[src/rtl/store_align_buffer_pkg.sv]
// Shared types for the store alignment buffer: store sizes, queued entry, drain FSM.
package mem_pkg;

  localparam int ENTRY_ADDR_W = 32;

  typedef enum logic [1:0] {
    SZ_BYTE = 2'd0,
    SZ_HALF = 2'd1,
    SZ_WORD = 2'd2,
    SZ_RSVD = 2'd3
  } st_size_t;

  typedef struct packed {
    logic [ENTRY_ADDR_W-1:0] addr;
    logic [31:0]             wdata;
    logic [3:0]              be;
  } store_entry_t;

  typedef enum logic {
    IDLE  = 1'b0,
    WRITE = 1'b1
  } drain_state_t;

endpackage

[src/rtl/store_align_buffer_if.sv]
// CPU store request side and cache write port of the store buffer.
// Optional forwarding-check ports exist only when STORE_FWD_EN is defined.
interface store_align_buffer_if #(parameter int ADDR_W = 32);
  import mem_pkg::*;

  logic              st_valid;
  logic              st_ready;
  logic [ADDR_W-1:0] st_addr;
  logic [31:0]       st_data;
  st_size_t          st_size;
  logic              st_err;
  logic              mem_write;
  logic [ADDR_W-1:0] mem_address;
  logic [31:0]       mem_wdata;
  logic [3:0]        mem_byte_enable;
  logic              mem_resp;
  logic              empty;
`ifdef STORE_FWD_EN
  logic [ADDR_W-1:0] fwd_addr;
  logic              fwd_hit;
`endif

  // Buffer side
  modport slave (
    input  st_valid, st_addr, st_data, st_size, mem_resp,
`ifdef STORE_FWD_EN
    input  fwd_addr,
    output fwd_hit,
`endif
    output st_ready, st_err, mem_write, mem_address, mem_wdata, mem_byte_enable, empty
  );

  // Pipeline / cache side
  modport master (
    output st_valid, st_addr, st_data, st_size, mem_resp,
`ifdef STORE_FWD_EN
    output fwd_addr,
    input  fwd_hit,
`endif
    input  st_ready, st_err, mem_write, mem_address, mem_wdata, mem_byte_enable, empty
  );

endinterface

[src/rtl/store_align_buffer_aligner.sv]
// Combinational store aligner: shifts register data into its byte lanes and
// builds the byte-enable mask; flags stores that cross the word or use size 3.
module store_aligner
  import mem_pkg::*;
(
  input  logic [1:0]  off_i,
  input  st_size_t    size_i,
  input  logic [31:0] data_i,
  output logic [31:0] wdata_o,
  output logic [3:0]  be_o,
  output logic        misaligned_o
);

  always_comb begin
    wdata_o      = data_i << {off_i, 3'b000};
    be_o         = 4'b0000;
    misaligned_o = 1'b0;
    unique case (size_i)
      SZ_BYTE: be_o = 4'b0001 << off_i;
      SZ_HALF: begin
        be_o         = 4'b0011 << off_i;
        misaligned_o = (off_i == 2'd3);
      end
      SZ_WORD: begin
        be_o         = 4'b1111;
        misaligned_o = (off_i != 2'd0);
      end
      default: misaligned_o = 1'b1;
    endcase
  end

endmodule

[src/rtl/store_align_buffer.sv]
// Store buffer: aligns CPU stores, queues them in a DEPTH-entry FIFO and drains
// in order to the cache write port. STORE_FWD_EN adds a word-address hit check.
module store_align_buffer
  import mem_pkg::*;
#(
  parameter int DEPTH  = 2,
  parameter int ADDR_W = 32
) (
  input  logic               clk,
  input  logic               rst_n,
  store_align_buffer_if.slave bus
);

  localparam int PW = $clog2(DEPTH);
  localparam int CW = $clog2(DEPTH + 1);
  typedef logic [PW-1:0] ptr_t;

  store_entry_t        mem_q [DEPTH];
  ptr_t                head_q, tail_q, head_nxt;
  logic [CW-1:0]       count_q;
  logic                err_q;
  drain_state_t        state_q, state_d;
  store_entry_t        out_q, load_entry, new_entry;
  logic                load;

  logic [31:0] al_wdata;
  logic [3:0]  al_be;
  logic        al_mis;
  logic        st_ready, accept, push, pop;

  store_aligner u_aligner (
    .off_i        (bus.st_addr[1:0]),
    .size_i       (bus.st_size),
    .data_i       (bus.st_data),
    .wdata_o      (al_wdata),
    .be_o         (al_be),
    .misaligned_o (al_mis)
  );

  assign new_entry.addr  = ENTRY_ADDR_W'({bus.st_addr[ADDR_W-1:2], 2'b00});
  assign new_entry.wdata = al_wdata;
  assign new_entry.be    = al_be;

  // Ready depends only on occupancy, never on a same-cycle pop.
  assign st_ready = (count_q != CW'(DEPTH));
  assign accept   = bus.st_valid && st_ready;
  assign push     = accept && !al_mis;
  assign pop      = (state_q == WRITE) && bus.mem_resp;
  assign head_nxt = ptr_t'(head_q + 1'b1);

  always_ff @(posedge clk) begin
    if (push) mem_q[tail_q] <= new_entry;
  end

  always_ff @(posedge clk or negedge rst_n) begin
    if (!rst_n) begin
      head_q  <= '0;
      tail_q  <= '0;
      count_q <= '0;
      err_q   <= 1'b0;
    end else begin
      err_q <= accept && al_mis;
      if (push) tail_q <= ptr_t'(tail_q + 1'b1);
      if (pop)  head_q <= head_nxt;
      unique case ({push, pop})
        2'b10:   count_q <= count_q + 1'b1;
        2'b01:   count_q <= count_q - 1'b1;
        default: ;
      endcase
    end
  end

  // Output registers are loaded with whichever entry becomes head of the write.
  always_comb begin
    state_d    = state_q;
    load       = 1'b0;
    load_entry = mem_q[head_q];
    unique case (state_q)
      IDLE: begin
        if (count_q != '0) begin
          state_d = WRITE;
          load    = 1'b1;
        end else if (push) begin
          state_d    = WRITE;
          load       = 1'b1;
          load_entry = new_entry;
        end
      end
      WRITE: begin
        if (bus.mem_resp) begin
          if (count_q != CW'(1)) begin
            load       = 1'b1;
            load_entry = mem_q[head_nxt];
          end else begin
            state_d = IDLE;
          end
        end
      end
      default: state_d = IDLE;
    endcase
  end

  always_ff @(posedge clk or negedge rst_n) begin
    if (!rst_n) begin
      state_q <= IDLE;
      out_q   <= '0;
    end else begin
      state_q <= state_d;
      if (load) out_q <= load_entry;
    end
  end

  assign bus.st_ready        = st_ready;
  assign bus.st_err          = err_q;
  assign bus.mem_write       = (state_q == WRITE);
  assign bus.mem_address     = out_q.addr[ADDR_W-1:0];
  assign bus.mem_wdata       = out_q.wdata;
  assign bus.mem_byte_enable = out_q.be;
  assign bus.empty           = (count_q == '0) && (state_q == IDLE);

`ifdef STORE_FWD_EN
  // A slot is live when its distance from head is below the occupancy;
  // the in-flight write stays in the FIFO until mem_resp, so it is covered.
  logic [DEPTH-1:0] hit;
  for (genvar i = 0; i < DEPTH; i++) begin : g_fwd
    ptr_t rel;
    assign rel    = ptr_t'(i) - head_q;
    assign hit[i] = (CW'(rel) < count_q) &&
                    (mem_q[i].addr[ADDR_W-1:2] == bus.fwd_addr[ADDR_W-1:2]);
  end
  assign bus.fwd_hit = |hit;
`endif

endmodule
[src/flat_wrapper.sv]
// flat-port wrapper written by rule: the top's interface ports become plain ports
module store_align_buffer_flat import mem_pkg::*;
#(
  parameter int DEPTH  = 2,
  parameter int ADDR_W = 32
)
  (clk, rst_n, bus_st_valid, bus_st_addr, bus_st_data, bus_st_size, bus_mem_resp, bus_st_ready, bus_st_err, bus_mem_write, bus_mem_address, bus_mem_wdata, bus_mem_byte_enable, bus_empty);
  store_align_buffer_if #(.ADDR_W(ADDR_W)) bus_i ();
  input  logic clk;
  input  logic rst_n;
  input wire logic [$bits(bus_i.st_valid)-1:0] bus_st_valid;
  input wire logic [$bits(bus_i.st_addr)-1:0] bus_st_addr;
  input wire logic [$bits(bus_i.st_data)-1:0] bus_st_data;
  input wire logic [$bits(bus_i.st_size)-1:0] bus_st_size;
  input wire logic [$bits(bus_i.mem_resp)-1:0] bus_mem_resp;
  output wire logic [$bits(bus_i.st_ready)-1:0] bus_st_ready;
  output wire logic [$bits(bus_i.st_err)-1:0] bus_st_err;
  output wire logic [$bits(bus_i.mem_write)-1:0] bus_mem_write;
  output wire logic [$bits(bus_i.mem_address)-1:0] bus_mem_address;
  output wire logic [$bits(bus_i.mem_wdata)-1:0] bus_mem_wdata;
  output wire logic [$bits(bus_i.mem_byte_enable)-1:0] bus_mem_byte_enable;
  output wire logic [$bits(bus_i.empty)-1:0] bus_empty;
  assign bus_i.st_valid = bus_st_valid;
  assign bus_i.st_addr = bus_st_addr;
  assign bus_i.st_data = bus_st_data;
  assign bus_i.st_size = bus_st_size;
  assign bus_i.mem_resp = bus_mem_resp;
  assign bus_st_ready = bus_i.st_ready;
  assign bus_st_err = bus_i.st_err;
  assign bus_mem_write = bus_i.mem_write;
  assign bus_mem_address = bus_i.mem_address;
  assign bus_mem_wdata = bus_i.mem_wdata;
  assign bus_mem_byte_enable = bus_i.mem_byte_enable;
  assign bus_empty = bus_i.empty;
  store_align_buffer #(.DEPTH(DEPTH), .ADDR_W(ADDR_W)) u_core (.clk(clk), .rst_n(rst_n), .bus(bus_i));
endmodule
[config.mk]
export PLATFORM = sky130hd
export DESIGN_NAME = store_align_buffer_flat
export DESIGN_NICKNAME = d
export VERILOG_FILES = /design/src/rtl/store_align_buffer_pkg.sv /design/src/rtl/store_align_buffer_if.sv /design/src/rtl/store_align_buffer_aligner.sv /design/src/rtl/store_align_buffer.sv /design/src/flat_wrapper.sv
export SDC_FILE = /design/constraint.sdc
export NUM_CORES = 1
export LEC_CHECK = 0
export BUFFER_PORTS_ARGS = -buffer_cell sky130_fd_sc_hd__buf_2
export CORE_MARGIN = 2
export CORE_UTILIZATION = 39
export DETAILED_ROUTE_END_ITERATION = 8
export GPL_ROUTABILITY_DRIVEN = 0
export HOLD_SLACK_MARGIN = 0.02
export PLACE_DENSITY = 0.67
export RECOVER_POWER = 50
export SKIP_LAST_GASP = 1
export SLEW_MARGIN = 20
export SYNTH_ARGS = -nofsm -noshare
export SYNTH_HDL_FRONTEND = slang
export SYNTH_SLANG_ARGS = --single-unit
[constraint.sdc]
create_clock -name clk -period 8.4 [get_ports clk]
set_input_delay 1.68 -clock clk [delete_from_list [all_inputs] [get_ports clk]]
set_output_delay 1.68 -clock clk [all_outputs]
set_load 0.01 [all_outputs]
==> out/metrics.csv <==
metric,value,unit
hold-fix buffers at CTS,0,
Clock H-tree levels,1,
CP bufs+invs,2,
Synth Instances,899,
DR iter-0 viols,755,
Leak,4.42,nW
Mapped Area,9940,sq um
Worst EP arrival,5.55,ns
Startpoint Class,primary input,
minimum clock period,5.16,ns
endpoints failing hold,0,
Placed Cells,1300,
"Seq/Total Area, Yosys",0.580,
most numerous cell in the Yosys netlist,edfxtp_1,
clk sink count,204,
DIE WIDTH,164,um
worst slew pin tran,3.95,ns
clock edge transition at the registers on the reported setup and hold paths,0.06,ns
yosys warns,0,
Clock Latency Late Sink,0.51,ns
Crit Path Max Fanout,79,
Peak Freq,194,MHz
met1 usage,0.257,
post-synthesis adder-cell area fraction,0.00504,
Post-synth ARST share,0.353,
# nets final,1071,
Final HPWL DP,15.6,mm
Unique masters post-synth,44,
WL/cell,19.1,um
Max-cap violations,4,
Vias,7372,
Power per Cell Area,369,nW/um^2
Total Routing Usage GR,0.189,
Core Box Area,25100,sq um
Die ar.,26800,sq um
simple logic cell fraction of the synthesized area,0.121,
dominant synthesized flop cell,edfxtp_1,
Clock Path Buffers,3,
Initial Utilization,0.396,
post-synthesis area per instance,11.1,sq um
post_cts resized,0,
"flops & latches, synth",204,
R2R Setup Slk,3.43,ns
vias in the first global route,7132,
vias per cell,5.48,
Ant. Diodes,0,
largest net degree at the start of global routing,114,
met3 Usage GRT,0.0310,
RSZ-0062 raised after global routing,no,
drt total wl,25.7,mm
FF-to-FF path depth,4,
worst slack at placement,3.64,ns
share of layout cells above drive strength 1,0.0985,
post-synth top area share,0.399,
# rows,58,
CTS tree,built,
number of port buffers,139,
crit end category,register,
max incr delay on CP,1.42,ns
Setup TNS,0,ns
Worst Setup SP,bus_st_addr[1],
CTS root buffer,clkbuf_16,
leading area contributor after synthesis,edfxtp_1,
Synth top cells by count,"132 x edfxtp_1, 99 x nor2_1, 95 x nand2_1",
remaining antenna violation count after routing,0,
Tcrit/Tclk final,0.615,
Crit-path slowest cell,clkbuf_1,
Crit Reg-Reg Startpoint,u_core.head_q,
setup slack after layout,3.24,ns
post-synthesis xor/xnor area fraction,0.00529,
Compound-Gate Fraction of Synth Area,0.163,
Worst Skew,0.0208,ns
1st-pass router iterations,6,
filler cell count,2393,
max-slew violation count,171,
maximum VDD drop,0.185,mV
Levels on crit path,7,
Min-Delay Path Depth,1,
first-pass GRT wire length,39.7,mm
Worst path top cell family by delay,buffers and inverters,
Slew headroom,-1.64,
total CTS buffers,24,
WP data required,8.79,ns
initial antenna violation count,0,
leading post-synthesis cells by cell area,"edfxtp_1 40%, dfrtp_1 18%, mux2i_1 8.7%",
Die Span Y,164,um
GRT busiest layer,met2,
post-synthesis mux area share,0.0866,
"EDFF count, synth",132,
CP cell instances,clkbuf_1 > o21a_1 > a211oi_1 > o21ai_4 > buf_4 > nor2_1 > a22o_1,
status,finished with violations,
Area Overhead vs Synth,16.1,%
setup bufs post-CTS,0,
met2 global-route usage,0.311,
hold path start,u_core.count_q[0],
main combinational cell family by area after synthesis,compound AO/OA/AOI/OAI gates,
# DRC,0,
kind of critical path,in2reg,
final std cells w/o fill,1345,
Congestion Overflow GR,0,
overall power,4.26,mW
Final setup violation count,0,
num ports,142,
failing checks,"capacitance limit, slew limit",
Worst Hold Class,reg2reg,
==> cell type report <==
| class | instances | area [sq um] | share of cell area |
|---|---|---|---|
| flip-flops and latches | 204 | 5770 | 0.500 |
| multi-input cells | 612 | 3830 | 0.332 |
| clock buffers | 38 | 734 | 0.0636 |
| repair buffers | 149 | 659 | 0.0571 |
| well taps | 330 | 413 | 0.0358 |
| clock inverters | 6 | 105 | 0.00911 |
| inverters | 6 | 22.5 | 0.00195 |
==> routing by layer <==
layer  share of wire  vias up
met5               0        -
met1            0.45     3611
met4           0.028        0
li1                -     3508
met3           0.050       41
met2            0.47      212
==> cells in the final DEF (no fill, tap or decap), drive strengths merged, types with 2 or more instances in the layout <==
cell type / n
nor2b: 41
bufinv: 3
o21ai: 40
o21a: 2
a2111oi: 25
nor3: 20
a221o: 3
xor2: 3
ha: 4
a22o: 38
a21oi: 61
a211oi: 15
conb: 2
xnor2: 3
inv: 6
mux2i: 86
o21bai: 6
buf: 54
clkbuf: 133
nor2: 99
edfxtp: 132
clkinv: 3
nand2b: 5
and2: 10
a31oi: 38
nand2: 95
dfrtp: 72
o31a: 6
==> flip-flops by register name, summed over array words and instances, names as in the netlist <==
signal / count
u_core.tail_q: 1
u_core.head_q: 1
u_core.bus.st_err: 1
u_core.bus.mem_address: 30
u_core.count_q: 2
u_core.mem_q: 132
u_core.bus.mem_write: 1
u_core.bus.mem_byte_enable: 4
u_core.bus.mem_wdata: 32
==> where the power goes <==
group          leakage (nW)  internal, mW  switching, mW
registers              2.10          1.34          0.237
clock network         0.414         0.688          0.397
logic                  1.91         0.651          0.941
==> final timing paths <==
| check | endpoint |
|---|---|
| setup / recovery | u_core.bus.mem_byte_enable[0] |
| hold / removal | u_core.count_q[0] |
| setup reg to reg | u_core.bus.mem_wdata[5] |
| hold reg to reg | u_core.count_q[0] |
| max in group asynchronous | u_core.bus.mem_wdata[3] |
| min in group asynchronous | u_core.bus.mem_address[16] |
==> per-stage QoR <==
stage	utilization	cell area, sq um	hold WS (ns)
6_report	0.460	11500	0.498
2_1_floorplan	-	9940	0.456
3_5_place_dp	0.431	10800	0.482
5_1_grt	0.460	11500	0.512
3_3_place_gp	0.431	10800	0.478
4_1_cts	0.464	11700	0.496
==> cells by family (layout without fill, tap and decap cells) <==
family,after synthesis,count (layout)
XOR/XNOR,6,6
AND/OR/NAND/NOR,273,273
other,1,2
adder cells (fa/ha/maj),4,4
flip-flops,204,204
buffers and inverters,84,199
AO/OA/AOI/OAI,241,241
multiplexers,86,86
No activity file was read; power rests on OpenSTA's default activity.
